**src/rtl/vector_pkg.sv**
```systemverilog
// Shared definitions for the vector issue units: ALU opcodes, sequencer
// FSM encoding and default sizing.
package vector_pkg;

    localparam int unsigned DATA_W_DEF = 32;
    localparam int unsigned VLMAX_DEF  = 32;
    localparam int unsigned VL_W_DEF   = 6;
    localparam int unsigned SEL_W      = 3;

    localparam logic [SEL_W-1:0] VOP_ADD   = 3'd0;
    localparam logic [SEL_W-1:0] VOP_SUB   = 3'd1;
    localparam logic [SEL_W-1:0] VOP_MUL   = 3'd2;
    localparam logic [SEL_W-1:0] VOP_CONST = 3'd3;

    typedef enum logic [1:0] {
        ST_IDLE  = 2'd0,
        ST_RUN   = 2'd1,
        ST_DRAIN = 2'd2,
        ST_DONE  = 2'd3
    } vseq_state_e;

endpackage

```
**src/rtl/vector_alu_sequencer_if.sv**
```systemverilog
// Bus bundle between the vector ALU sequencer and its environment:
// command, operand stream, external ALU port, result stream and done.
//   master : command issuer / operand source / ALU model / result consumer
//   slave  : the sequencer
// With VSEQ_MASK_EN defined the operand stream carries a per-element src_mask.
interface vector_alu_sequencer_if #(
    parameter int unsigned DATA_W = 32,
    parameter int unsigned VL_W   = 6
) ();
    logic              cmd_valid;
    logic              cmd_ready;
    logic [2:0]        cmd_sel;
    logic [VL_W-1:0]   cmd_vl;
    logic              src_valid;
    logic              src_ready;
    logic [DATA_W-1:0] src_a;
    logic [DATA_W-1:0] src_b;
`ifdef VSEQ_MASK_EN
    logic              src_mask;
`endif
    logic              alu_ena;
    logic [DATA_W-1:0] alu_a;
    logic [DATA_W-1:0] alu_b;
    logic [2:0]        alu_sel;
    logic [DATA_W-1:0] alu_result;
    logic              res_valid;
    logic              res_ready;
    logic [DATA_W-1:0] res_data;
    logic              res_last;
    logic              done;

    modport master (
        output cmd_valid, cmd_sel, cmd_vl,
        input  cmd_ready,
`ifdef VSEQ_MASK_EN
        output src_mask,
`endif
        output src_valid, src_a, src_b,
        input  src_ready,
        input  alu_ena, alu_a, alu_b, alu_sel,
        output alu_result,
        input  res_valid, res_data, res_last, done,
        output res_ready
    );

    modport slave (
        input  cmd_valid, cmd_sel, cmd_vl,
        output cmd_ready,
`ifdef VSEQ_MASK_EN
        input  src_mask,
`endif
        input  src_valid, src_a, src_b,
        output src_ready,
        output alu_ena, alu_a, alu_b, alu_sel,
        input  alu_result,
        output res_valid, res_data, res_last, done,
        input  res_ready
    );
endinterface

```
**src/rtl/vseq_out_reg.sv**
```systemverilog
// One-entry valid/ready output register holding data plus a last flag.
// Ports: clk, rst_n; load_i/data_i/last_i write side (caller loads only
// when in_ready_c); ready_i consumer ready; valid_o/data_o/last_o
// registered outputs; in_ready_c combinational "can load this cycle".
// A pop and a load in the same cycle reload without a bubble.
module vseq_out_reg #(
    parameter int unsigned DATA_W = 32
) (
    input  logic              clk,
    input  logic              rst_n,
    input  logic              load_i,
    input  logic [DATA_W-1:0] data_i,
    input  logic              last_i,
    input  logic              ready_i,
    output logic              valid_o,
    output logic [DATA_W-1:0] data_o,
    output logic              last_o,
    output logic              in_ready_c
);
    logic              valid_q;
    logic [DATA_W-1:0] data_q;
    logic              last_q;

    assign in_ready_c = !valid_q || ready_i;

    // Load wins over pop; data/last only change on load so they hold under backpressure.
    always_ff @(posedge clk or negedge rst_n) begin
        if (!rst_n) begin
            valid_q <= 1'b0;
            data_q  <= '0;
            last_q  <= 1'b0;
        end else if (load_i) begin
            valid_q <= 1'b1;
            data_q  <= data_i;
            last_q  <= last_i;
        end else if (valid_q && ready_i) begin
            valid_q <= 1'b0;
        end
    end

    assign valid_o = valid_q;
    assign data_o  = data_q;
    assign last_o  = last_q;
endmodule

```
**src/rtl/vector_alu_sequencer.sv**
```systemverilog
// Vector ALU sequencer: accepts one command (opcode, length), streams
// operand pairs into the external combinational ALU one element per cycle,
// captures each result into a valid/ready result stream, flags the last
// element and pulses done when the command retires.
// Ports: clk, rst_n (async, active low); bus (vector_alu_sequencer_if.slave)
// carrying cmd_*, src_*, alu_*, res_* and done.
// Build option VSEQ_MASK_EN: adds src_mask; masked-off elements bypass the
// ALU (alu_ena=0) and pass src_a through unchanged.
module vector_alu_sequencer
    import vector_pkg::*;
#(
    parameter int unsigned DATA_W = DATA_W_DEF,
    parameter int unsigned VLMAX  = VLMAX_DEF,
    parameter int unsigned VL_W   = VL_W_DEF
) (
    input  logic                    clk,
    input  logic                    rst_n,
    vector_alu_sequencer_if.slave   bus
);
    localparam logic [VL_W-1:0] VLMAX_V = VL_W'(VLMAX);

    vseq_state_e       state_q, state_d;
    logic [2:0]        sel_q, sel_d;
    logic [VL_W-1:0]   vl_q, vl_d;
    logic [VL_W-1:0]   idx_q, idx_d;
    logic              cmd_ready_q;
    logic              done_q;

    logic              out_ready_c;
    logic              fire_c;
    logic              is_last_c;
    logic              active_c;
    logic [VL_W-1:0]   vl_clamp_c;
    logic [DATA_W-1:0] res_in_c;

    assign vl_clamp_c = (bus.cmd_vl > VLMAX_V) ? VLMAX_V : bus.cmd_vl;
    assign fire_c     = (state_q == ST_RUN) && bus.src_valid && out_ready_c;
    assign is_last_c  = (idx_q == (vl_q - VL_W'(1)));

`ifdef VSEQ_MASK_EN
    assign active_c = bus.src_mask;
`else
    assign active_c = 1'b1;
`endif

    // Inactive elements keep src_a instead of the ALU result.
    assign res_in_c = active_c ? bus.alu_result : bus.src_a;

    // Next-state logic.
    always_comb begin
        state_d = state_q;
        sel_d   = sel_q;
        vl_d    = vl_q;
        idx_d   = idx_q;
        case (state_q)
            ST_IDLE: begin
                if (bus.cmd_valid && cmd_ready_q) begin
                    sel_d   = bus.cmd_sel;
                    vl_d    = vl_clamp_c;
                    idx_d   = '0;
                    state_d = (vl_clamp_c == '0) ? ST_DONE : ST_RUN;
                end
            end
            ST_RUN: begin
                if (fire_c) begin
                    idx_d = idx_q + VL_W'(1);
                    if (is_last_c) begin
                        state_d = ST_DRAIN;
                    end
                end
            end
            ST_DRAIN: begin
                if (bus.res_valid && bus.res_ready && bus.res_last) begin
                    state_d = ST_DONE;
                end
            end
            ST_DONE: begin
                state_d = ST_IDLE;
            end
            default: begin
                state_d = ST_IDLE;
            end
        endcase
    end

    // State register; cmd_ready and done are registered decodes of the next state.
    always_ff @(posedge clk or negedge rst_n) begin
        if (!rst_n) begin
            state_q     <= ST_IDLE;
            sel_q       <= '0;
            vl_q        <= '0;
            idx_q       <= '0;
            cmd_ready_q <= 1'b0;
            done_q      <= 1'b0;
        end else begin
            state_q     <= state_d;
            sel_q       <= sel_d;
            vl_q        <= vl_d;
            idx_q       <= idx_d;
            cmd_ready_q <= (state_d == ST_IDLE);
            done_q      <= (state_d == ST_DONE);
        end
    end

    vseq_out_reg #(
        .DATA_W (DATA_W)
    ) u_out_reg (
        .clk        (clk),
        .rst_n      (rst_n),
        .load_i     (fire_c),
        .data_i     (res_in_c),
        .last_i     (is_last_c),
        .ready_i    (bus.res_ready),
        .valid_o    (bus.res_valid),
        .data_o     (bus.res_data),
        .last_o     (bus.res_last),
        .in_ready_c (out_ready_c)
    );

    // The ALU operands must be driven in the same cycle as the fire.
    assign bus.cmd_ready = cmd_ready_q;
    assign bus.done      = done_q;
    assign bus.src_ready = (state_q == ST_RUN) && out_ready_c;
    assign bus.alu_ena   = fire_c && active_c;
    assign bus.alu_a     = fire_c ? bus.src_a : '0;
    assign bus.alu_b     = fire_c ? bus.src_b : '0;
    assign bus.alu_sel   = sel_q;
endmodule

```
**src/flat_wrapper.sv**
```systemverilog
// flat-port wrapper written by rule: the top's interface ports become plain ports
module vector_alu_sequencer_flat import vector_pkg::*;
#(
    parameter int unsigned DATA_W = DATA_W_DEF,
    parameter int unsigned VLMAX  = VLMAX_DEF,
    parameter int unsigned VL_W   = VL_W_DEF
)
  (clk, rst_n, bus_cmd_valid, bus_cmd_sel, bus_cmd_vl, bus_cmd_ready, bus_src_valid, bus_src_a, bus_src_b, bus_src_ready, bus_alu_ena, bus_alu_a, bus_alu_b, bus_alu_sel, bus_alu_result, bus_res_valid, bus_res_data, bus_res_last, bus_done, bus_res_ready);
  vector_alu_sequencer_if #(.DATA_W(DATA_W), .VL_W(VL_W)) bus_i ();
  input  logic clk;
  input  logic rst_n;
  input wire logic [$bits(bus_i.cmd_valid)-1:0] bus_cmd_valid;
  input wire logic [$bits(bus_i.cmd_sel)-1:0] bus_cmd_sel;
  input wire logic [$bits(bus_i.cmd_vl)-1:0] bus_cmd_vl;
  output wire logic [$bits(bus_i.cmd_ready)-1:0] bus_cmd_ready;
  input wire logic [$bits(bus_i.src_valid)-1:0] bus_src_valid;
  input wire logic [$bits(bus_i.src_a)-1:0] bus_src_a;
  input wire logic [$bits(bus_i.src_b)-1:0] bus_src_b;
  output wire logic [$bits(bus_i.src_ready)-1:0] bus_src_ready;
  output wire logic [$bits(bus_i.alu_ena)-1:0] bus_alu_ena;
  output wire logic [$bits(bus_i.alu_a)-1:0] bus_alu_a;
  output wire logic [$bits(bus_i.alu_b)-1:0] bus_alu_b;
  output wire logic [$bits(bus_i.alu_sel)-1:0] bus_alu_sel;
  input wire logic [$bits(bus_i.alu_result)-1:0] bus_alu_result;
  output wire logic [$bits(bus_i.res_valid)-1:0] bus_res_valid;
  output wire logic [$bits(bus_i.res_data)-1:0] bus_res_data;
  output wire logic [$bits(bus_i.res_last)-1:0] bus_res_last;
  output wire logic [$bits(bus_i.done)-1:0] bus_done;
  input wire logic [$bits(bus_i.res_ready)-1:0] bus_res_ready;
  assign bus_i.cmd_valid = bus_cmd_valid;
  assign bus_i.cmd_sel = bus_cmd_sel;
  assign bus_i.cmd_vl = bus_cmd_vl;
  assign bus_cmd_ready = bus_i.cmd_ready;
  assign bus_i.src_valid = bus_src_valid;
  assign bus_i.src_a = bus_src_a;
  assign bus_i.src_b = bus_src_b;
  assign bus_src_ready = bus_i.src_ready;
  assign bus_alu_ena = bus_i.alu_ena;
  assign bus_alu_a = bus_i.alu_a;
  assign bus_alu_b = bus_i.alu_b;
  assign bus_alu_sel = bus_i.alu_sel;
  assign bus_i.alu_result = bus_alu_result;
  assign bus_res_valid = bus_i.res_valid;
  assign bus_res_data = bus_i.res_data;
  assign bus_res_last = bus_i.res_last;
  assign bus_done = bus_i.done;
  assign bus_i.res_ready = bus_res_ready;
  vector_alu_sequencer #(.DATA_W(DATA_W), .VLMAX(VLMAX), .VL_W(VL_W)) u_core (.clk(clk), .rst_n(rst_n), .bus(bus_i));
endmodule
```
**config.mk**
```make
export PLATFORM = sky130hd
export DESIGN_NAME = vector_alu_sequencer_flat
export DESIGN_NICKNAME = d
export VERILOG_FILES = /design/src/rtl/vector_pkg.sv /design/src/rtl/vector_alu_sequencer_if.sv /design/src/rtl/vseq_out_reg.sv /design/src/rtl/vector_alu_sequencer.sv /design/src/flat_wrapper.sv
export SDC_FILE = /design/constraint.sdc
export NUM_CORES = 1
export LEC_CHECK = 0
export BUFFER_PORTS_ARGS = -buffer_cell sky130_fd_sc_hd__buf_2
export CAP_MARGIN = 25
export CORE_MARGIN = 8
export CORE_UTILIZATION = 42
export DETAILED_ROUTE_END_ITERATION = 10
export GPL_ROUTABILITY_DRIVEN = 1
export HOLD_SLACK_MARGIN = 0.1
export PLACE_DENSITY = 0.91
export SLEW_MARGIN = 10
export SYNTH_ARGS = -nofsm -noshare
export SYNTH_HDL_FRONTEND = slang
export SYNTH_SLANG_ARGS = --single-unit
export TNS_END_PERCENT = 5
```
**constraint.sdc**
```tcl
create_clock -name clk -period 3.8 [get_ports clk]
set_clock_uncertainty 0.05 [all_clocks]
set_input_delay 0.38 -clock clk [delete_from_list [all_inputs] [get_ports clk]]
set_output_delay 0.38 -clock clk [all_outputs]
set_load 0.005 [all_outputs]
```
==> results.md <==
Synthesis:
- Of the synthesized area, sequential elements account for 49.6%.
- The most used flip-flop cell after synthesis is dfrtp_1.
- The count of yosys warnings during synthesis is 0.
- Each instance of the synthesized netlist takes up on average 10.8 µm².
- The net count after synthesis is 359.
- Synthesis produced 247 cells.
- Yosys mapped the design onto 29 distinct sky130hd cell types.
- The post-synthesis sequential element count is 53.
- Counting flops with a built-in enable in the synthesized netlist gives 0.
- The area of the mapped netlist is approximately 2700 µm².
- The async set or reset register ratio after synthesis is 100%.

Clocking:
- After clock tree synthesis, the clock-pin slew on the worst setup and hold paths is roughly 100 ps.
- The maximum clock path buffer count is 2.
- TritonCTS built the clock tree.
- In this run, post-CTS repair resized a total of 0 instances.
- The clock reaches the later pin of the worst-skew pair after 300 ps.
- Clock tree synthesis found a total of 53 sinks.
- The maximum level of the CTS H-tree is 2.
- The number of clock buffers inserted by TritonCTS is 5.
- The clock root buffer is clkbuf_8.

STA:
- The final period demand of the worst path is 2190 ps.
- Summed over all failing endpoints, the final setup total negative slack is 0 ps.
- The final number of max-transition violations came to 0.
- The achievable clock frequency is 457 MHz.
- The final critical path takes up between 50% and 60% of the cycle.
- Setup repair after global routing left no endpoint under its margin.
- The final-report hold violation count is 0.
- Measured against its own limit, the worst slew margin works out to 53.3%.
- The transition time at the pin with the least slew margin is 700 ps.
- The final number of setup-violating endpoints is 0.
- Setup slack closes at 1610 ps.

Routing:
- Dividing the detail-routed via count by the number of cells gives 4.63.
- Before antenna repair, the detailed router went through 4 iterations.
- The wire length per cell is 15.7 µm.
- The routed design has between 8 and 9 mm of wire.
- The vias after detailed routing is 2488.
- The iteration-0 DRC count of the detailed router is 62.
- The detailed-route DRC error count is 0.
- In this run the remaining antenna-violating nets after routing total 0.

Critical path:
- The worst setup path is captured at an output pin.
- The worst reg-to-reg setup slack is 1810 ps.
- The required time at the worst-slack endpoint is 3370 ps.
- STA classifies the critical path startpoint as a flop.
- The arrival time of data at the critical path endpoint is 1760 ps.
- For the worst flop-to-flop path, the logic depth is 6.
- In this run the critical register-to-register path is captured at u_core.u_out_reg.last_o.
- The worst setup path is of the flop to output pin kind.
- The launching point of the worst reg2reg path is u_core.state_q[1].
- In this run the worst path has a maximum fanout of 66.

Power and ir drop:
- The largest voltage drop on the vdd net is roughly 0.33 mV.
- The standby leakage power is 0.00219 µW.
- The power density normalized to cell area is between 600 and 700 nW/µm².
- After layout, the design draws a total of 2420 µW.

Global route:
- The layer flagged by global routing as most heavily used is met2.
- The pin count of the biggest net entering global routing is 67.
- The met2 demand-to-capacity share in global routing is 31.3%.
- Global routing used between 10% and 20% of the available tracks.
- The initial antenna violation count was 0.
- The wire length of the first global-routing pass is approximately 13 mm.
- Global routing used under 10% of the available met3 tracks.
- The via count of the first global-routing pass came to about 2600.
- In the global route stage, met1 resource usage came out at a little under a fifth.
- For this run the aggregate overflow at the end of global routing stands at 0.

Placement:
- The post-DP HPWL is 7.12 mm.
- The final estimated routing congestion in global placement is around 0.86.
- During placement, the flow inserted port buffers numbering 214.
- The post-place setup slack is 1790 ps.

Min path:
- The startpoint identified for the worst hold timing path is bus_cmd_sel[1].
- For hold timing, the worst endpoint is u_core.bus.alu_sel[1].
- The class of the tightest hold or removal check is primary input to flop.
- The instance count along the most critical hold path is 3.

Cells and area:
- From synthesis to final layout, the design area changed by 46.8%.
- After the last flow step, the layout net total stands at 571.
- The number of antenna diodes in the final layout is 0.
- After filler insertion, the fill cell instance count of the layout stands at ~520.
- In the final layout, the share of cells above drive strength 1 is 56.7%.

Floorplanning:
- The site row count is 29.
- The chip width is 95.8 µm.
- The total area inside the core boundary comes to ~6200 µm².
- The die covers ~9200 µm².
- Pin placement for this block handled 215 I/O pins.
- For this configuration, the core starts out at a cell density of 42.8%.
- In this run the vertical extent of the chip is around 96 µm.

Outcome:
- The flow ran to the end, and the final reports show no timing, DRC or antenna violations.

Run:
- The reported max-cap violation count is 0.
metrics by stage:
| stage | cells | hold WS [ps] | area [µm²] | utilization, % |
|---|---|---|---|---|
| final | 537 | 212 | 3920 | 62.8 |
| after global routing | 537 | 215 | 3920 | 62.8 |
| after CTS | 537 | 206 | 3920 | 62.8 |
| after detailed placement | 528 | 310 | 3810 | 61.1 |
| after global placement | 527 | 406 | 3790 | 60.8 |
| after floorplan | 247 | 34.4 | 2670 | - |
logic make-up (layout without fill, tap and decap cells):
group	after synthesis	count (layout)	synth area share, %
flip-flops	53	53	49.6
AO/OA/AOI/OAI	5	5	1.12
XOR/XNOR	15	15	4.92
multiplexers	33	33	13.9
adder cells (fa/ha/maj)	2	2	0.937
buffers and inverters	17	230	2.76
AND/OR/NAND/NOR	122	122	26.7
worst max path at each step:
stage | cells after the start | to | startpoint | slack [ps]
global route | 5 | bus_alu_b[26] | u_core.state_q[1] | 1460
CTS | 5 | bus_alu_a[3] | u_core.state_q[1] | 1600
global placement | 6 | u_core.u_out_reg.last_o | u_core.state_q[1] | 1870
finish | 5 | bus_alu_b[12] | u_core.state_q[1] | 1610
detailed placement | 6 | u_core.u_out_reg.last_o | u_core.state_q[1] | 1790
floorplan | 5 | bus_alu_a[0] | u_core.state_q[1] | 2130
worst max-delay path, stage by stage, from the launching register on:
cell,delay (ps)
dfrtp_1,450
nand3b_4,200
nor2_4,90
buf_4,380
and2_1,200
buf_2,120
cell usage after synthesis (2+ instances only):
cell      number  area [µm²]
and2_1        64         400
xnor2_1        7        61.3
nand3_1        2        10.0
and3_1         2        12.5
mux2_2        32         360
xor2_1         8        70.1
nor2b_1        2        12.5
dfrtp_1       53        1330
nand2_1       21        78.8
nor2_1        12        45.0
buf_2          8        40.0
o21ai_0        3        15.0
nand4_1        4        25.0
ha_1           2        25.0
clkbuf_1       5        18.8
nand3b_1       5        37.5
inv_1          4        15.0
nor3_1         2        10.0
placed cells by master (no fill, tap or decap), types with 2 or more instances in the layout:
cell / Yosys / final
and3_1: 2 / 2
nand3_1: 2 / 2
dfrtp_1: 53 / 53
and2_1: 64 / 64
buf_2: 8 / 214
nand4_1: 4 / 4
buf_4: 0 / 2
xnor2_1: 7 / 7
o21ai_0: 3 / 3
nand3b_1: 5 / 5
xor2_1: 8 / 8
ha_1: 2 / 2
mux2_2: 32 / 32
clkbuf_8: 0 / 6
nand2_1: 21 / 21
inv_1: 4 / 4
nor2_1: 12 / 12
nor3_1: 2 / 2
nor2b_1: 2 / 2
routing by layer:
| layer | vias up | wire (µm) |
|---|---|---|
| met3 | 6 | 925 |
| met4 | 0 | 95 |
| met5 | - | 0 |
| met1 | 1140 | 2940 |
| li1 | 1228 | - |
| met2 | 114 | 4480 |
repair_timing:
action,4_1_cts,5_1_grt
hold endpoints to repair,19,0
setup buffers,0,0
hold buffers,1,0
registers in the layout, summed over array words and instances, names as in the netlist:
name                      cells
u_core.vl_q                   6
u_core.bus.cmd_ready          1
u_core.idx_q                  6
u_core.bus.alu_sel            3
u_core.state_q                2
u_core.u_out_reg.data_o      32
u_core.u_out_reg.valid_o      1
u_core.bus.done               1
u_core.u_out_reg.last_o       1
report_power, final:
part / internal [µW] / switching [µW]
clock network: 148 / 179
registers: 818 / 163
logic: 615 / 499
layout make-up:
| type | instances | area, µm² | share of cell area, % |
|---|---|---|---|
| timing repair buffer | 218 | 1120 | 28.5 |
| multi-input combinational | 177 | 1270 | 32.4 |
| clock buffer | 6 | 82.6 | 2.11 |
| sequential | 53 | 1330 | 33.8 |
| clock inverter | 2 | 13.8 | 0.351 |
| tap | 77 | 96.3 | 2.46 |
| inverter | 4 | 15.0 | 0.383 |
Power figures use the tool's default switching activity.
